`src/rtl/adc_fifo_stream_sequencer_if.sv`:
```
// Bundle of FIFO read-port, host byte-stream and status signals for the
// streaming ADC FIFO sequencer. The master side is the sequencer itself.
interface adc_fifo_stream_sequencer_if #(
    parameter int unsigned pLEVEL_WIDTH  = 18,
    parameter int unsigned pTHRESH_WIDTH = 17
);
    logic                     stream_enable;
    logic [pTHRESH_WIDTH-1:0] stream_segment_threshold;
    logic                     fifo_empty;
    logic [pLEVEL_WIDTH-1:0]  fifo_level;
    logic [7:0]               fifo_data;
    logic                     fifo_rd_en;
    logic                     host_req;
    logic [7:0]               host_data;
    logic                     host_data_valid;
    logic                     segment_ready;
    logic                     segment_ack;
    logic                     clear_errors;
    logic                     no_underflow_errors;
    logic [7:0]               underflow_count;
    logic                     underflow_err;
    logic [31:0]              bytes_read;
    logic                     busy;

    modport master (
        input  stream_enable, stream_segment_threshold, fifo_empty, fifo_level, fifo_data,
               host_req, segment_ack, clear_errors, no_underflow_errors,
        output fifo_rd_en, host_data, host_data_valid, segment_ready, underflow_count,
               underflow_err, bytes_read, busy
    );

    modport slave (
        output stream_enable, stream_segment_threshold, fifo_empty, fifo_level, fifo_data,
               host_req, segment_ack, clear_errors, no_underflow_errors,
        input  fifo_rd_en, host_data, host_data_valid, segment_ready, underflow_count,
               underflow_err, bytes_read, busy
    );
endinterface

```
`src/rtl/adc_fifo_stream_sequencer.sv`:
```
// Streaming-mode controller for the ADC sample FIFO read port. Waits for a full
// segment to be buffered, announces it, pops exactly one segment in response to
// host byte requests, then waits for the host acknowledge before re-arming.
module adc_fifo_stream_sequencer #(
    parameter int unsigned pLEVEL_WIDTH  = 18,
    parameter int unsigned pTHRESH_WIDTH = 17
) (
    input  logic                         clk_usb,
    input  logic                         reset_i,
    adc_fifo_stream_sequencer_if.master  bus
);
    localparam int unsigned CmpW = (pLEVEL_WIDTH > pTHRESH_WIDTH) ? pLEVEL_WIDTH : pTHRESH_WIDTH;

    typedef enum logic [1:0] {StIdle, StWaitSeg, StReady, StDone} state_e;

    state_e                   state_q;
    logic [pTHRESH_WIDTH-1:0] seg_remaining_q;
    logic                     segment_ready_q;
    logic                     pop_q;
    logic                     underflow_q;
    logic [7:0]               underflow_count_q;
    logic                     underflow_err_q;
    logic [31:0]              bytes_read_q;

    logic [pTHRESH_WIDTH-1:0] thresh_eff;
    logic [CmpW-1:0]          level_ext;
    logic [CmpW-1:0]          thresh_ext;
    logic                     seg_full;
    logic                     pop;
    logic                     underflow;
    logic                     stream_start;

    // Threshold of zero means one-byte segments; compare at the wider of the two widths.
    always_comb begin
        thresh_eff = bus.stream_segment_threshold;
        if (bus.stream_segment_threshold == '0) begin
            thresh_eff = pTHRESH_WIDTH'(1);
        end
        level_ext  = CmpW'(bus.fifo_level);
        thresh_ext = CmpW'(thresh_eff);
        seg_full   = (level_ext >= thresh_ext);
    end

    // Pop only for a request in READY with data present; a request anywhere else
    // outside IDLE (or into an empty FIFO) is an underflow. Reset suppresses both.
    assign pop          = bus.host_req & (state_q == StReady) & ~bus.fifo_empty & ~reset_i;
    assign underflow    = bus.host_req & ~reset_i &
                          (((state_q == StReady) & bus.fifo_empty) |
                           (state_q == StWaitSeg) | (state_q == StDone));
    assign stream_start = (state_q == StIdle) & bus.stream_enable;

    // Segment FSM with registered segment_ready.
    always_ff @(posedge clk_usb) begin
        if (reset_i) begin
            state_q         <= StIdle;
            seg_remaining_q <= '0;
            segment_ready_q <= 1'b0;
        end else if ((state_q != StIdle) && !bus.stream_enable) begin
            state_q         <= StIdle;
            segment_ready_q <= 1'b0;
        end else begin
            case (state_q)
                StIdle: begin
                    if (bus.stream_enable) begin
                        state_q <= StWaitSeg;
                    end
                end
                StWaitSeg: begin
                    if (seg_full) begin
                        state_q         <= StReady;
                        seg_remaining_q <= thresh_eff;
                        segment_ready_q <= 1'b1;
                    end
                end
                StReady: begin
                    if (pop) begin
                        seg_remaining_q <= seg_remaining_q - pTHRESH_WIDTH'(1);
                        if (seg_remaining_q == pTHRESH_WIDTH'(1)) begin
                            state_q         <= StDone;
                            segment_ready_q <= 1'b0;
                        end
                    end
                end
                StDone: begin
                    // stream_enable is known high here; the drop case is handled above.
                    if (bus.segment_ack) begin
                        state_q <= StWaitSeg;
                    end
                end
                default: begin
                    state_q         <= StIdle;
                    segment_ready_q <= 1'b0;
                end
            endcase
        end
    end

    // Return-path strobes and status counters.
    always_ff @(posedge clk_usb) begin
        if (reset_i) begin
            pop_q             <= 1'b0;
            underflow_q       <= 1'b0;
            underflow_count_q <= 8'h00;
            underflow_err_q   <= 1'b0;
            bytes_read_q      <= 32'h0;
        end else begin
            pop_q       <= pop;
            underflow_q <= underflow;

            if (stream_start) begin
                bytes_read_q <= 32'h0;
            end else if (pop) begin
                bytes_read_q <= bytes_read_q + 32'd1;
            end

            // Clear has priority over a coincident underflow.
            if (bus.clear_errors) begin
                underflow_count_q <= 8'h00;
                underflow_err_q   <= 1'b0;
            end else if (underflow) begin
                if (underflow_count_q != 8'hFF) begin
                    underflow_count_q <= underflow_count_q + 8'd1;
                end
                if (!bus.no_underflow_errors) begin
                    underflow_err_q <= 1'b1;
                end
            end
        end
    end

    // FIFO data arrives the cycle after the pop; underflows return 0x00.
    assign bus.fifo_rd_en      = pop;
    assign bus.host_data       = pop_q ? bus.fifo_data : 8'h00;
    assign bus.host_data_valid = pop_q | underflow_q;
    assign bus.segment_ready   = segment_ready_q;
    assign bus.underflow_count = underflow_count_q;
    assign bus.underflow_err   = underflow_err_q;
    assign bus.bytes_read      = bytes_read_q;
    assign bus.busy            = (state_q != StIdle);
endmodule
```
`src/flat_wrapper.sv`:
```
// flat-port wrapper written by rule: the top's interface ports become plain ports
module adc_fifo_stream_sequencer_flat 
#(
    parameter int unsigned pLEVEL_WIDTH  = 18,
    parameter int unsigned pTHRESH_WIDTH = 17
)
  (clk_usb, reset_i, bus_stream_enable, bus_stream_segment_threshold, bus_fifo_empty, bus_fifo_level, bus_fifo_data, bus_host_req, bus_segment_ack, bus_clear_errors, bus_no_underflow_errors, bus_fifo_rd_en, bus_host_data, bus_host_data_valid, bus_segment_ready, bus_underflow_count, bus_underflow_err, bus_bytes_read, bus_busy);
  adc_fifo_stream_sequencer_if #(.pLEVEL_WIDTH(pLEVEL_WIDTH), .pTHRESH_WIDTH(pTHRESH_WIDTH)) bus_i ();
  input  logic clk_usb;
  input  logic reset_i;
  input wire logic [$bits(bus_i.stream_enable)-1:0] bus_stream_enable;
  input wire logic [$bits(bus_i.stream_segment_threshold)-1:0] bus_stream_segment_threshold;
  input wire logic [$bits(bus_i.fifo_empty)-1:0] bus_fifo_empty;
  input wire logic [$bits(bus_i.fifo_level)-1:0] bus_fifo_level;
  input wire logic [$bits(bus_i.fifo_data)-1:0] bus_fifo_data;
  input wire logic [$bits(bus_i.host_req)-1:0] bus_host_req;
  input wire logic [$bits(bus_i.segment_ack)-1:0] bus_segment_ack;
  input wire logic [$bits(bus_i.clear_errors)-1:0] bus_clear_errors;
  input wire logic [$bits(bus_i.no_underflow_errors)-1:0] bus_no_underflow_errors;
  output wire logic [$bits(bus_i.fifo_rd_en)-1:0] bus_fifo_rd_en;
  output wire logic [$bits(bus_i.host_data)-1:0] bus_host_data;
  output wire logic [$bits(bus_i.host_data_valid)-1:0] bus_host_data_valid;
  output wire logic [$bits(bus_i.segment_ready)-1:0] bus_segment_ready;
  output wire logic [$bits(bus_i.underflow_count)-1:0] bus_underflow_count;
  output wire logic [$bits(bus_i.underflow_err)-1:0] bus_underflow_err;
  output wire logic [$bits(bus_i.bytes_read)-1:0] bus_bytes_read;
  output wire logic [$bits(bus_i.busy)-1:0] bus_busy;
  assign bus_i.stream_enable = bus_stream_enable;
  assign bus_i.stream_segment_threshold = bus_stream_segment_threshold;
  assign bus_i.fifo_empty = bus_fifo_empty;
  assign bus_i.fifo_level = bus_fifo_level;
  assign bus_i.fifo_data = bus_fifo_data;
  assign bus_i.host_req = bus_host_req;
  assign bus_i.segment_ack = bus_segment_ack;
  assign bus_i.clear_errors = bus_clear_errors;
  assign bus_i.no_underflow_errors = bus_no_underflow_errors;
  assign bus_fifo_rd_en = bus_i.fifo_rd_en;
  assign bus_host_data = bus_i.host_data;
  assign bus_host_data_valid = bus_i.host_data_valid;
  assign bus_segment_ready = bus_i.segment_ready;
  assign bus_underflow_count = bus_i.underflow_count;
  assign bus_underflow_err = bus_i.underflow_err;
  assign bus_bytes_read = bus_i.bytes_read;
  assign bus_busy = bus_i.busy;
  adc_fifo_stream_sequencer #(.pLEVEL_WIDTH(pLEVEL_WIDTH), .pTHRESH_WIDTH(pTHRESH_WIDTH)) u_core (.clk_usb(clk_usb), .reset_i(reset_i), .bus(bus_i));
endmodule
```
`config.mk`:
```
export PLATFORM = sky130hd
export DESIGN_NAME = adc_fifo_stream_sequencer_flat
export DESIGN_NICKNAME = d
export VERILOG_FILES = /design/src/rtl/adc_fifo_stream_sequencer_if.sv /design/src/rtl/adc_fifo_stream_sequencer.sv /design/src/flat_wrapper.sv
export SDC_FILE = /design/constraint.sdc
export NUM_CORES = 1
export LEC_CHECK = 0
export ABC_CLOCK_PERIOD_IN_PS = 7200
export BUFFER_PORTS_ARGS = -buffer_cell sky130_fd_sc_hd__buf_2
export CORE_MARGIN = 2
export CORE_UTILIZATION = 40
export DETAILED_ROUTE_END_ITERATION = 10
export SYNTH_ARGS = -nofsm -noshare
export SYNTH_HDL_FRONTEND = slang
export SYNTH_SLANG_ARGS = --single-unit
export TNS_END_PERCENT = 1
```
`constraint.sdc`:
```
create_clock -name clk_usb -period 7.2 [get_ports clk_usb]
set_input_delay 0.72 -clock clk_usb [delete_from_list [all_inputs] [get_ports clk_usb]]
set_output_delay 0.72 -clock clk_usb [all_outputs]
set_load 0.005 [all_outputs]
```
**Word level (Yosys, flattened, before mapping)**

Cells that the tools add are included.

- $mul: 0
- Shift-type cells: 0
- Muxes and demuxes: 15
- Div/mod/pow operators: 0
- Reduce and logical (&&, ||, !) cells: 14
- Bitwise operators: 14
- Eq/ne operators: 10
- $add $sub $neg: 3
- Magnitude comparators: 1

Operator list:

| operator | count |
|---|---|
| $mux 17 | 3 |
| $pmux 17 s2 | 1 |
| $add 32x1->32 const B | 1 |
| $ge 18x17->1 | 1 |
| $eq 17x1->1 const B | 1 |
| $logic_not 17->1 | 1 |
| $sub 17x1->17 const B | 1 |
| $mux 2 | 5 |
| $add 8x1->8 const B | 1 |
| $mux 8 | 1 |
| $ne 2x2->1 const B | 4 |
| $ne 8x8->1 const B | 1 |
| $pmux 2 s4 | 1 |
| $reduce_and 4->1 | 2 |
| $and 1x1->1 | 7 |
| $reduce_or 2->1 | 3 |
| $reduce_and 5->1 | 1 |
| $eq 2x2->1 const B | 2 |
| $not 1->1 | 4 |
| $reduce_and 2->1 | 2 |
| $reduce_bool 2->1 | 2 |
| $mux 1 | 3 |
| $or 1x1->1 | 3 |
| $eq 2x1->1 const B | 1 |
| other kinds (5) | 5 |

- Logic and storage cells: 65
- Latch bits: 0
- Output and inout port bits: 53
- Memories kept: 0
- Register bits after elaboration: 63
- Memory bits (writable): 0
- ROM bits: 0
- Input port bits: 51

**Depth between registers and ports, before layout**

Gate-level depths: netlist of run 1.

- Word-level depth: 6
- Depth in mapped cells: 13
- Depth with buffers taken out: 12

**Least setup slack after synthesis of run 1**

OpenSTA, ideal clock, no wires.

- Path type: input port to flip-flop
- From: in bus_stream_segment_threshold[8]
- To: reg u_core.seg_remaining_q[11]
- Path slack: 4.089 ns
- Cell stages on the path: 13
- Setup time: 0.131 ns
- Required time: 7.069 ns
- Arrival: 2.980 ns
- Path buffers: 1
- Cell sequence: nor4_1 -> nand2_1 -> nor4_1 -> a31o_2 -> ha_1 -> nand2b_1 -> a21oi_1 -> o221ai_1 -> a31oi_1 -> a211oi_2 -> buf_2 -> mux2i_1 -> o21ai_0

- Longest elaborated chain between the ends: 5
- Elaborated cells between the ends (all ways): 7
- Those cells by class: order compare (1); eq/ne (1); mux (3); reduce/logical (2)

RTL lines:

| what | RTL line | source |
|---|---|---|
| start: declaration | flat_wrapper.sv:12 | `input wire logic [$bits(bus_i.stream_segment_threshold)-1:0] bus_stream_segment_threshold;` |
| $logic_not 17->1 | adc_fifo_stream_sequencer.sv:36 | `if (bus.stream_segment_threshold == '0) begin` |
| $mux 17 * | adc_fifo_stream_sequencer.sv:36 |  |
| $ge 18x17->1 | adc_fifo_stream_sequencer.sv:41 | `seg_full = (level_ext >= thresh_ext);` |
| $ne 2x1->1 (no source line) | n/a |  |
| $reduce_and 4->1 (no source line) | n/a |  |
| end signal: assignment | adc_fifo_stream_sequencer.sv:71 | `seg_remaining_q <= thresh_eff;` |
| end signal: assignment | adc_fifo_stream_sequencer.sv:77 | `seg_remaining_q <= seg_remaining_q - pTHRESH_WIDTH'(1);` |
| end: declaration | adc_fifo_stream_sequencer.sv:17 | `logic [pTHRESH_WIDTH-1:0] seg_remaining_q;` |

Every way passes the cells marked *; elsewhere a longest branch is shown, timed or not. The select of a mux whose other input is x is not followed.
A chain may end at the register's enable or synchronous reset.

**Worst setup path in the final report of run 1**

- From: reg u_core.state_q[0]
- To: reg u_core.bytes_read_q[23] (netlist: u_core.bus.bytes_read[23])

- Longest elaborated chain between the ends: 4
- Elaborated cells between the ends (all ways): 7
- Those cells by class: eq/ne (1); bitwise (4); reduce/logical (2)

RTL lines:

| what | RTL line | source |
|---|---|---|
| start: declaration | adc_fifo_stream_sequencer.sv:16 | `state_e state_q;` |
| start signal: assignment | adc_fifo_stream_sequencer.sv:55 | `state_q <= StIdle;` |
| start signal: assignment | adc_fifo_stream_sequencer.sv:59 | `state_q <= StIdle;` |
| start signal: assignment | adc_fifo_stream_sequencer.sv:65 | `state_q <= StWaitSeg;` |
| $eq 2x2->1 | adc_fifo_stream_sequencer.sv:46 | `assign pop = bus.host_req & (state_q == StReady) & ~bus.fifo_empty & ~reset_i;` |
| $and 1x1->1 (3 in series) | adc_fifo_stream_sequencer.sv:46 |  |
| end signal: assignment | adc_fifo_stream_sequencer.sv:113 | `bytes_read_q <= bytes_read_q + 32'd1;` |
| end: declaration | adc_fifo_stream_sequencer.sv:23 | `logic [31:0] bytes_read_q;` |

Parallel ways exist; a longest one is shown, timed or not.

==> qor.csv, run 1 <==
stage;metric;value;unit
yosys;synthCells;448;
clock_tree;numCtsBuffers;9;
cells_and_area;layout.cells.non_filler;663;
grt;grt_pass1_wl;15.6;mm
drt;avgViaCountPerCell;5.38;
yosys;syn_area_per_cell;8.17;um^2
drt;routed_wl;9.40;mm
setup_path;rr_endpoint;u_core.bus.bytes_read[23];
power;leakagePower;2.01;nW
setup_path;ff2ff_setup_slack;3510;ps
yosys;yosysSeqAreaShare;0.345;
yosys;ys_async_sr_fraction;0;
floorplan;start_util;0.416;
setup_path;worstSetupStartpointType;flip-flop;
floorplan;io_pins;104;
timing;finClkSkew;9.64;ps
cells_and_area;area_growth;23.1;%
place;gp_congestion;0.815;
drt;drt-initial-drc-count;117;
power;ir_drop;144;uV
floorplan;rows;34;
timing;setup-violations-final;0;
drt;drtAntennaViolNets;0;
yosys;ys_types;48;
floorplan;dieArea;9930;um^2
cells_and_area;antenna_cells;0;
setup_path;crit_type;reg2reg;
timing;tightest_slew;1040;ps
hold_path;holdPathEnd;u_core.bus.underflow_err;
yosys;ys_seq_elements;63;
yosys;synthFlopType;dfxtp_1;
clock_tree;cts_setup_buffers;0;
setup_path;end_kind;flip-flop;
yosys;synth_edf_count;0;
yosys;synth_nets;524;
clock_tree;cts_resized;0;
run_status;status;finished clean;
timing;fin_crit;3690;ps
cells_and_area;drive_above_1_share;0.252;
clock_tree;clk_latency;340;ps
drt;wl_per_cell;14.2;um
floorplan;fp.dieH;99.7;um
timing;drv_slew;0;
timing;final.setup.tns;0;ps
timing;max-slew-margin-rel;0.308;
grt;grt_overflow;0;
job;cap_viol_max_count;0;
setup_path;reg2reg_from;u_core.state_q[0];
drt;drcViolationCount;0;
grt;grt_max_degree;41;
clock_tree;cts_tree;yes;
drt;vias;3564;
grt;antenna_found_initial;0;
setup_path;critPathRequiredTime;7450;ps
clock_tree;cts.sinks;63;
yosys;syn_area;3660;um^2
cells_and_area;post-route-util;0.512;
clock_tree;hold_buffers;0;
setup_path;arrival;3940;ps
setup_path;r2r_cells;9;
cells_and_area;final_nets;626;
floorplan;die_w;99.7;um
timing;min_period_over_period;0.512;
clock_tree;clk_root_buffer_cell;clkbuf_8;
hold_path;hold_class;reg2reg;
power;p_per_area;278;nW/um^2
hold_path;holdCritStartpoint;u_core.bus.underflow_err;
timing;rsz0062_at_grt;no;
grt;grt_usage;0.190;
clock_tree;h-tree-depth;3;
timing;fmax;271;MHz
clock_tree;clock_path_buffers;2;
cells_and_area;fillers;863;
floorplan;core_area;8810;um^2
grt;grt_pass1_vias;3382;
place;port_buffers;103;
clock_tree;path_clk_slew;70;ps
timing;hold_viol;0;
setup_path;critPathMaxFanout;40;
place;placedCellCount;647;
place;post-dp-hpwl;7.07;mm
yosys;yosys_warnings;0;
hold_path;whs_path_depth;2;
drt;drt_first_pass_iters;4;
[cells in the mapped netlist, drive strengths merged (2+ instances only)]
master  count  area, um^2
nand4      16         100
a21bo       4        40.0
nor4bb      2        20.0
dfxtp      63        1260
nand3      20         100
nor4        5        31.3
nand2      31         116
o31ai       4        43.8
a31o        2        17.5
a211oi      2        20.0
nand2b      5        31.3
a21o        9        67.6
o21a        2        15.0
or4         2        20.0
and2        8        50.1
o21ai      34         170
mux2i      11         110
a21oi      24         120
and3        7        43.8
ha         25         313
o311ai      3        26.3
nand3b      2        15.0
and4        5        43.8
inv        29         109
or3        14        97.6
or2         3        18.8
o211ai      5        37.5
xnor2      10        87.6
clkbuf     11        41.3
xor2       18         158
buf         3        13.8
o22ai       2        12.5
nor2       56         210
nor3        3        20.0
[kinds of logic after synthesis]
group	count (synthesis)	share of synthesized area
AOI/OAI and AO/OA	97	0.172
xor gates and xnor gates	28	0.0670
adders and majority gates	25	0.0855
buffers and inverters	43	0.0448
DFF	63	0.345
muxes	12	0.0332
and+or+nand+nor	180	0.253
[worst max-delay path, stage by stage, from the launching register on]
cell	delay (ps)
dfxtp_1	340
inv_1	90
ha_1	140
buf_4	350
nor4bb_2	940
nand4_1	380
nor3_2	470
nand3_1	330
or3_1	420
a21oi_1	150
[layout by cell type, fill, tap and decap left out, drive strengths merged, types with 7 or more instances in the layout]
| cell type | n |
|---|---|
| mux2i | 11 |
| nand4 | 16 |
| or3 | 14 |
| inv | 30 |
| and3 | 7 |
| clkbuf | 10 |
| o21ai | 34 |
| nand2 | 31 |
| and2 | 8 |
| xor2 | 18 |
| dfxtp | 63 |
| ha | 25 |
| nor2 | 56 |
| a21o | 9 |
| buf | 105 |
| a21oi | 24 |
| xnor2 | 10 |
| nand3 | 20 |
[flip-flops by register name, summed over array words and instances (netlist names)]
name                        count
u_core.pop_q                    1
u_core.state_q                  2
u_core.bus.segment_ready        1
u_core.seg_remaining_q         17
u_core.bus.underflow_count      8
u_core.bus.underflow_err        1
u_core.bus.bytes_read          32
u_core.underflow_q              1
[worst max path at each step]
stage | startpoint | end | slack, ps | cells past startpoint
after floorplan | bus_stream_segment_threshold[8] | u_core.seg_remaining_q[11] | 4090 | 13
after global placement | reset_i | u_core.bus.bytes_read[25] | 3460 | 7
after detailed placement | reset_i | u_core.bus.bytes_read[23] | 3430 | 7
after CTS | u_core.state_q[0] | u_core.bus.bytes_read[23] | 3480 | 9
after global routing | u_core.state_q[0] | u_core.bus.bytes_read[31] | 3080 | 9
final | u_core.state_q[0] | u_core.bus.bytes_read[23] | 3510 | 9
[stage by stage]
step | power (mW) | area (um^2) | setup WS, ps | hold slack, ps
final | 1.25 | 4510 | 3510 | 488
after global placement | 0.890 | 4280 | 3460 | 459
after floorplan | 0.781 | 3660 | 4090 | 463
after CTS | 1.26 | 4510 | 3480 | 489
after global routing | 1.34 | 4510 | 3080 | 518
after detailed placement | 0.901 | 4280 | 3430 | 472
[metal layers]
layer | vias to the layer above | part of all wire | global-route usage
li1 | 1810 | - | -
met4 | 0 | 0.013 | 0.0601
met3 | 11 | 0.036 | 0.0351
met2 | 84 | 0.50 | 0.341
met5 | - | 0 | 0
met1 | 1659 | 0.45 | 0.230
[where the power goes]
part,switching (mW),internal (mW)
logic,0.282,0.186
registers,0.0425,0.390
clock network,0.146,0.206
total,0.471,0.782
[cell type report]
type,count,area [um^2],share of cell area
well taps,108,135,0.0300
clock buffers,10,138,0.0305
clock inverters,6,92.6,0.0205
multi-input cells,342,2240,0.497
flip-flops and latches,63,1260,0.280
repair buffers,105,531,0.118
inverters,29,109,0.0242
(Power assumes the default switching activity.)
==> run 2, diff against run 1 <==
--- a/config.mk
+++ b/config.mk
@@ -5,7 +5,8 @@
 export SDC_FILE = /design/constraint.sdc
 export NUM_CORES = 1
 export LEC_CHECK = 0
-export ABC_CLOCK_PERIOD_IN_PS = 7200
+export ABC_AREA = 1
+export ABC_CLOCK_PERIOD_IN_PS = 3200
 export BUFFER_PORTS_ARGS = -buffer_cell sky130_fd_sc_hd__buf_2
 export CORE_MARGIN = 2
 export CORE_UTILIZATION = 40
==> constraint.sdc (replaced) <==
create_clock -name clk_usb -period 3.2 [get_ports clk_usb]
set_input_delay 0.32 -clock clk_usb [delete_from_list [all_inputs] [get_ports clk_usb]]
set_output_delay 0.32 -clock clk_usb [all_outputs]
set_load 0.005 [all_outputs]
==> qor.csv, run 2 <==
stage;metric;value;unit
timing;final.setup.tns;0;ps
cells_and_area;drive_above_1_share;0.168;
job;cap_viol_max_count;0;
power;p_per_area;516;nW/um^2
power;power;2.68;mW
floorplan;io_pins;104;
clock_tree;clk_latency;340;ps
yosys;synthTopCellsByArea;dfxtp_1 29%, nand2_1 19%, nor2_1 10%;
floorplan;core_area;10800;um^2
cells_and_area;final_nets;908;
place;gp_congestion;0.924;
run_status;status;finished clean;
clock_tree;cts_resized;0;
floorplan;dieArea;11800;um^2
setup_path;crit_chain;inv_1, ha_1, inv_4, nor2_4, nand3_4, inv_1, buf_2;
grt;grt_usage;0.210;
place;port_buffers;103;
place;pre_cts_ws;569;ps
timing;drv_slew;0;
drt;drt_first_pass_iters;4;
timing;max-slew-margin-rel;0.605;
cells_and_area;layout.cells.non_filler;977;
cells_and_area;area_growth;18.2;%
clock_tree;h-tree-depth;3;
setup_path;end_kind;output port;
power;leakagePower;2.57;nW
floorplan;rows;38;
clock_tree;cts_tree;yes;
clock_tree;clk_root_buffer_cell;clkbuf_8;
yosys;yosys_warnings;0;
setup_path;slowest_stage;inv_1;
drt;vias;4706;
drt;avgViaCountPerCell;4.82;
setup_path;path_buf_inv;4;
yosys;yosysTopAreaCellShare;0.287;
clock_tree;cts.sinks;63;
clock_tree;clock_path_buffers;2;
yosys;yosys.cell_count.top_type;nand2_1;
yosys;synthFlopType;dfxtp_1;
cells_and_area;fillers;1138;
setup_path;arrival;2080;ps
power;ir_drop;252;uV
setup_path;max_stage_delay;410;ps
setup_path;crit_top_cell;inv_1;
drt;drt-initial-drc-count;261;
timing;setup_ws;800;ps
timing;finClkSkew;11.4;ps
clock_tree;hold_buffers;0;
yosys;synthTopCellsByCount;223 x nand2_1, 122 x nor2_1, 101 x inv_1;
clock_tree;path_clk_slew;80;ps
drt;wl_per_cell;12.2;um
yosys;synth_nets;805;
yosys;ys_types;35;
floorplan;die_w;109;um
floorplan;fp.dieH;109;um
setup_path;worstSetupStartpointType;flip-flop;
yosys;synth_edf_count;0;
yosys;syn_area_per_cell;6.02;um^2
yosys;yosysSeqAreaShare;0.287;
drt;drtAntennaViolNets;0;
drt;routed_wl;12.0;mm
yosys;synthCells;729;
grt;grt_pass1_wl;19.7;mm
timing;fin_crit;2400;ps
grt;grt_max_degree;32;
timing;setup-violations-final;0;
cells_and_area;layout_commonest_cell;nand2_1;
cells_and_area;final_cell_mix;223 x nand2_1, 122 x nor2_1, 103 x buf_2, 101 x inv_1, 63 x dfxtp_1;
cells_and_area;largest_register_ffs;32;
grt;antenna_found_initial;0;
hold_path;hold_class;in2reg;
timing;tightest_slew;592;ps
yosys;ys_async_sr_fraction;0;
timing;rsz0062_at_grt;no;
timing;hold_viol;0;
clock_tree;cts_setup_buffers;0;
yosys;synth_top_area_cell;dfxtp_1;
drt;drcViolationCount;0;
setup_path;crit_type;reg2out;
place;placedCellCount;961;
yosys;ys_seq_elements;63;
cells_and_area;antenna_cells;0;
setup_path;critPathTopFamily;buffers and inverters;
timing;min_period_over_period;0.750;
floorplan;start_util;0.407;
setup_path;critPathRequiredTime;2880;ps
setup_path;critPathMaxFanout;18;
timing;fmax;417;MHz
yosys;syn_area;4390;um^2
grt;grt_overflow;0;
grt;grt_pass1_vias;4425;
clock_tree;numCtsBuffers;9;
cells_and_area;post-route-util;0.481;
place;post-dp-hpwl;9.31;mm
[run 2: changes by cell type after synthesis, sizes merged, moves of 8 or more]
cell and change:
nand2 +195, inv +75, nor2 +75, a21oi +19, or3 -14, mux2i -11, nand3 +11, nor3 +11
xor2 -10, a21o -8, xnor2 -8
[run 2: metal layers]
layer	GRT usage	vias to the layer above	wire, um
met4	0.0577	0	123
met1	0.269	2100	5690
met3	0.0508	10	636
met5	0	-	0
met2	0.352	102	5520
li1	-	2494	-
[run 2: through the flow]
stage,hold slack (ps),instance area (um^2)
floorplan,447,4390
global placement,439,5030
detailed placement,446,5030
CTS,198,5190
global route,237,5190
finish,221,5190
[run 2: logic make-up after synthesis]
group	count (synthesis)	synth area share
AOI/OAI and AO/OA	82	0.0986
buffers and inverters	117	0.105
DFF	63	0.287
adders and majority gates	25	0.0712
xor gates and xnor gates	10	0.0200
and+or+nand+nor	432	0.417
[run 2: area by class of cell]
cell class / instances / area, um^2 / area share
Clock buffer: 10 / 128 / 0.0246
Timing Repair Buffer: 105 / 531 / 0.102
Inverter: 104 / 393 / 0.0757
Tap cell: 140 / 175 / 0.0337
Clock inverter: 6 / 37.5 / 0.00723
Sequential cell: 63 / 1260 / 0.243
Multi-Input combinational cell: 549 / 2670 / 0.514
[run 2: worst reg2reg max path: cells and delay by family (launching register included)]
family / cells / cell delay, ps
AND/OR/NAND/NOR: 4 / 910
adder cells (fa/ha/maj): 1 / 220
AO/OA/AOI/OAI: 2 / 600
flip-flops: 1 / 330
buffers and inverters: 2 / 220
[run 2: report_power, final]
| part | total, mW | switching [mW] | internal (mW) |
|---|---|---|---|
| clock network | 0.609 | 0.332 | 0.277 |
| registers | 0.936 | 0.0692 | 0.867 |
| logic | 1.13 | 0.749 | 0.385 |
| total | 2.68 | 1.15 | 1.53 |
[run 2: worst paths after layout]
path | start | to | slack, ps | cells after the start
hold / removal | bus_no_underflow_errors | u_core.bus.underflow_err | 220 | 4
setup reg to reg | u_core.state_q[0] | u_core.seg_remaining_q[6] | 800 | 9
setup / recovery | u_core.state_q[0] | bus_fifo_rd_en | 800 | 7
hold reg to reg | u_core.bus.underflow_err | u_core.bus.underflow_err | 460 | 2
==> run 3, diff against run 2 <==
--- a/config.mk
+++ b/config.mk
@@ -6,7 +6,7 @@
 export NUM_CORES = 1
 export LEC_CHECK = 0
 export ABC_AREA = 1
-export ABC_CLOCK_PERIOD_IN_PS = 3200
+export ABC_CLOCK_PERIOD_IN_PS = 2500
 export BUFFER_PORTS_ARGS = -buffer_cell sky130_fd_sc_hd__buf_2
 export CORE_MARGIN = 2
 export CORE_UTILIZATION = 40
==> constraint.sdc (replaced) <==
create_clock -name clk_usb -period 2.5 [get_ports clk_usb]
set_input_delay 0.25 -clock clk_usb [delete_from_list [all_inputs] [get_ports clk_usb]]
set_output_delay 0.25 -clock clk_usb [all_outputs]
set_load 0.005 [all_outputs]
==> qor.csv, run 3 (synthesis results as in run 2) <==
stage;metric;value;unit
setup_path;critPathTopFamily;buffers and inverters;
drt;wl_per_cell;12.1;um
setup_path;reg2reg_from;u_core.state_q[0];
cells_and_area;post-route-util;0.492;
power;p_clk_frac;0.293;
clock_tree;clock_path_buffers;2;
setup_path;crit_chain;inv_1, ha_1, inv_4, nor2_4, nand3_4, inv_1, buf_2;
clock_tree;cts_resized;0;
clock_tree;hold_buffers;0;
setup_path;end_kind;output port;
clock_tree;cts_setup_buffers;0;
timing;setup-violations-final;0;
drt;drtAntennaViolNets;0;
floorplan;fp.dieH;109;um
place;dpl_cell_area;5060;um^2
timing;min_period_over_period;0.869;
cells_and_area;largest_register_ffs;32;
setup_path;setup.worst_path.start;u_core.state_q[0];
timing;setup_ws;327;ps
floorplan;io_pins;104;
place;gp_congestion;0.876;
setup_path;rr_endpoint;u_core.bus.bytes_read[26];
cells_and_area;drive_above_1_share;0.173;
setup_path;critPathRequiredTime;2250;ps
place;port_buffers;103;
floorplan;rows;38;
drt;drt-initial-drc-count;269;
clock_tree;path_clk_slew;80;ps
place;pre_cts_ws;271;ps
power;power_frac_seq;0.314;
job;cap_viol_max_count;0;
place;post-dp-hpwl;9.25;mm
floorplan;die_w;109;um
drt;drcViolationCount;0;
grt;grt_pass1_wl;19.3;mm
clock_tree;numCtsBuffers;9;
timing;hold_ws;133;ps
timing;max-slew-margin-rel;0.625;
timing;drv_slew;0;
setup_path;r2r_cells;13;
timing;fmax;460;MHz
timing;rsz0062_at_grt;no;
cells_and_area;final_nets;911;
clock_tree;clk_latency;360;ps
power;switching_share;0.393;
floorplan;core_area;10800;um^2
drt;drt_first_pass_iters;5;
power;combinationalPowerShare;0.393;
grt;grt_overflow;0;
timing;fin_crit;2170;ps
setup_path;arrival;1920;ps
setup_path;crit_top_cell;inv_1;
power;leakagePower;2.64;nW
hold_path;whs_path_depth;4;
drt;vias;4793;
timing;hold_viol;0;
grt;grt_max_degree;32;
setup_path;critPathMaxFanout;18;
place;placedCellCount;964;
grt;grt_usage;0.206;
power;ir_drop;320;uV
power;p_per_area;718;nW/um^2
timing;finClkSkew;13.8;ps
run_status;status;finished clean;
grt;antenna_found_initial;0;
setup_path;ff2ff_setup_slack;390;ps
cells_and_area;layout.cells.non_filler;980;
clock_tree;clk_root_buffer_cell;clkbuf_8;
setup_path;max_stage_delay;330;ps
floorplan;start_util;0.407;
power;p_int;2.31;mW
setup_path;crit_type;reg2out;
clock_tree;cts_tree;yes;
clock_tree;cts.sinks;63;
cells_and_area;final_cell_mix;223 x nand2_1, 122 x nor2_1, 103 x buf_2, 101 x inv_1, 63 x dfxtp_1;
hold_path;hold_class;in2reg;
cells_and_area;area_growth;20.8;%
setup_path;path_buf_inv;4;
cells_and_area;antenna_cells;0;
setup_path;crit_end;bus_fifo_rd_en;
drt;avgViaCountPerCell;4.89;
power;power;3.81;mW
timing;final.setup.tns;0;ps
timing;tightest_slew;562;ps
clock_tree;h-tree-depth;3;
floorplan;dieArea;11800;um^2
drt;routed_wl;11.8;mm
setup_path;slowest_stage;dfxtp_1;
cells_and_area;layout_commonest_cell;nand2_1;
setup_path;worstSetupStartpointType;flip-flop;
power;power_switching;1.50;mW
setup_path;path_depth;7;
cells_and_area;final_area;5310;um^2
grt;grt_pass1_vias;4238;
-- run 3: changes by cell type in the layout (fill, tap and decap cells not counted), sizes merged --
cell      delta
buf          +3
bufinv       +3
clkinvlp     -2
clkbuf       -1
clkinv       -1
inv          +1
-- run 3: area by class of cell --
| cell class | count | area (um^2) |
|---|---|---|
| sequential | 63 | 1260 |
| timing repair buffer | 108 | 566 |
| clock buffer | 9 | 124 |
| clock inverter | 7 | 120 |
| fill | 1167 | 5490 |
| inverter | 104 | 393 |
| multi-input combinational | 549 | 2670 |
| tap | 140 | 175 |
-- run 3: power by group through the flow --
stage	clock, mW	combinational, mW	sequential [mW]
CTS	1.14	1.50	1.19
detailed placement	0	1.49	1.22
finish	1.12	1.50	1.19
global placement	0	1.46	1.22
global route	1.18	1.72	1.21
floorplan	0	1.15	1.20
-- run 3: worst register-to-register path: cells and delay by family, from the launching register on --
kind / cells / cell delay, ps
AND/OR/NAND/NOR: 10 / 1250
flip-flops: 1 / 330
adder cells (fa/ha/maj): 1 / 230
buffers and inverters: 2 / 220
-- run 3: worst min path at each step --
stage | from | to | slack [ps]
floorplan | bus_host_req | u_core.underflow_q | 400
global placement | u_core.bus.underflow_err | u_core.bus.underflow_err | 440
detailed placement | u_core.bus.underflow_err | u_core.bus.underflow_err | 450
CTS | bus_no_underflow_errors | u_core.bus.underflow_err | 130
global route | bus_no_underflow_errors | u_core.bus.underflow_err | 160
finish | bus_no_underflow_errors | u_core.bus.underflow_err | 130
-- run 3: per-layer routing --
layer / GRT usage / up-vias / part of all wire
li1: - / 2508 / -
met1: 0.278 / 2156 / 0.48
met2: 0.338 / 117 / 0.45
met3: 0.0436 / 12 / 0.053
met4: 0.0495 / 0 / 0.0093
met5: 0 / - / 0
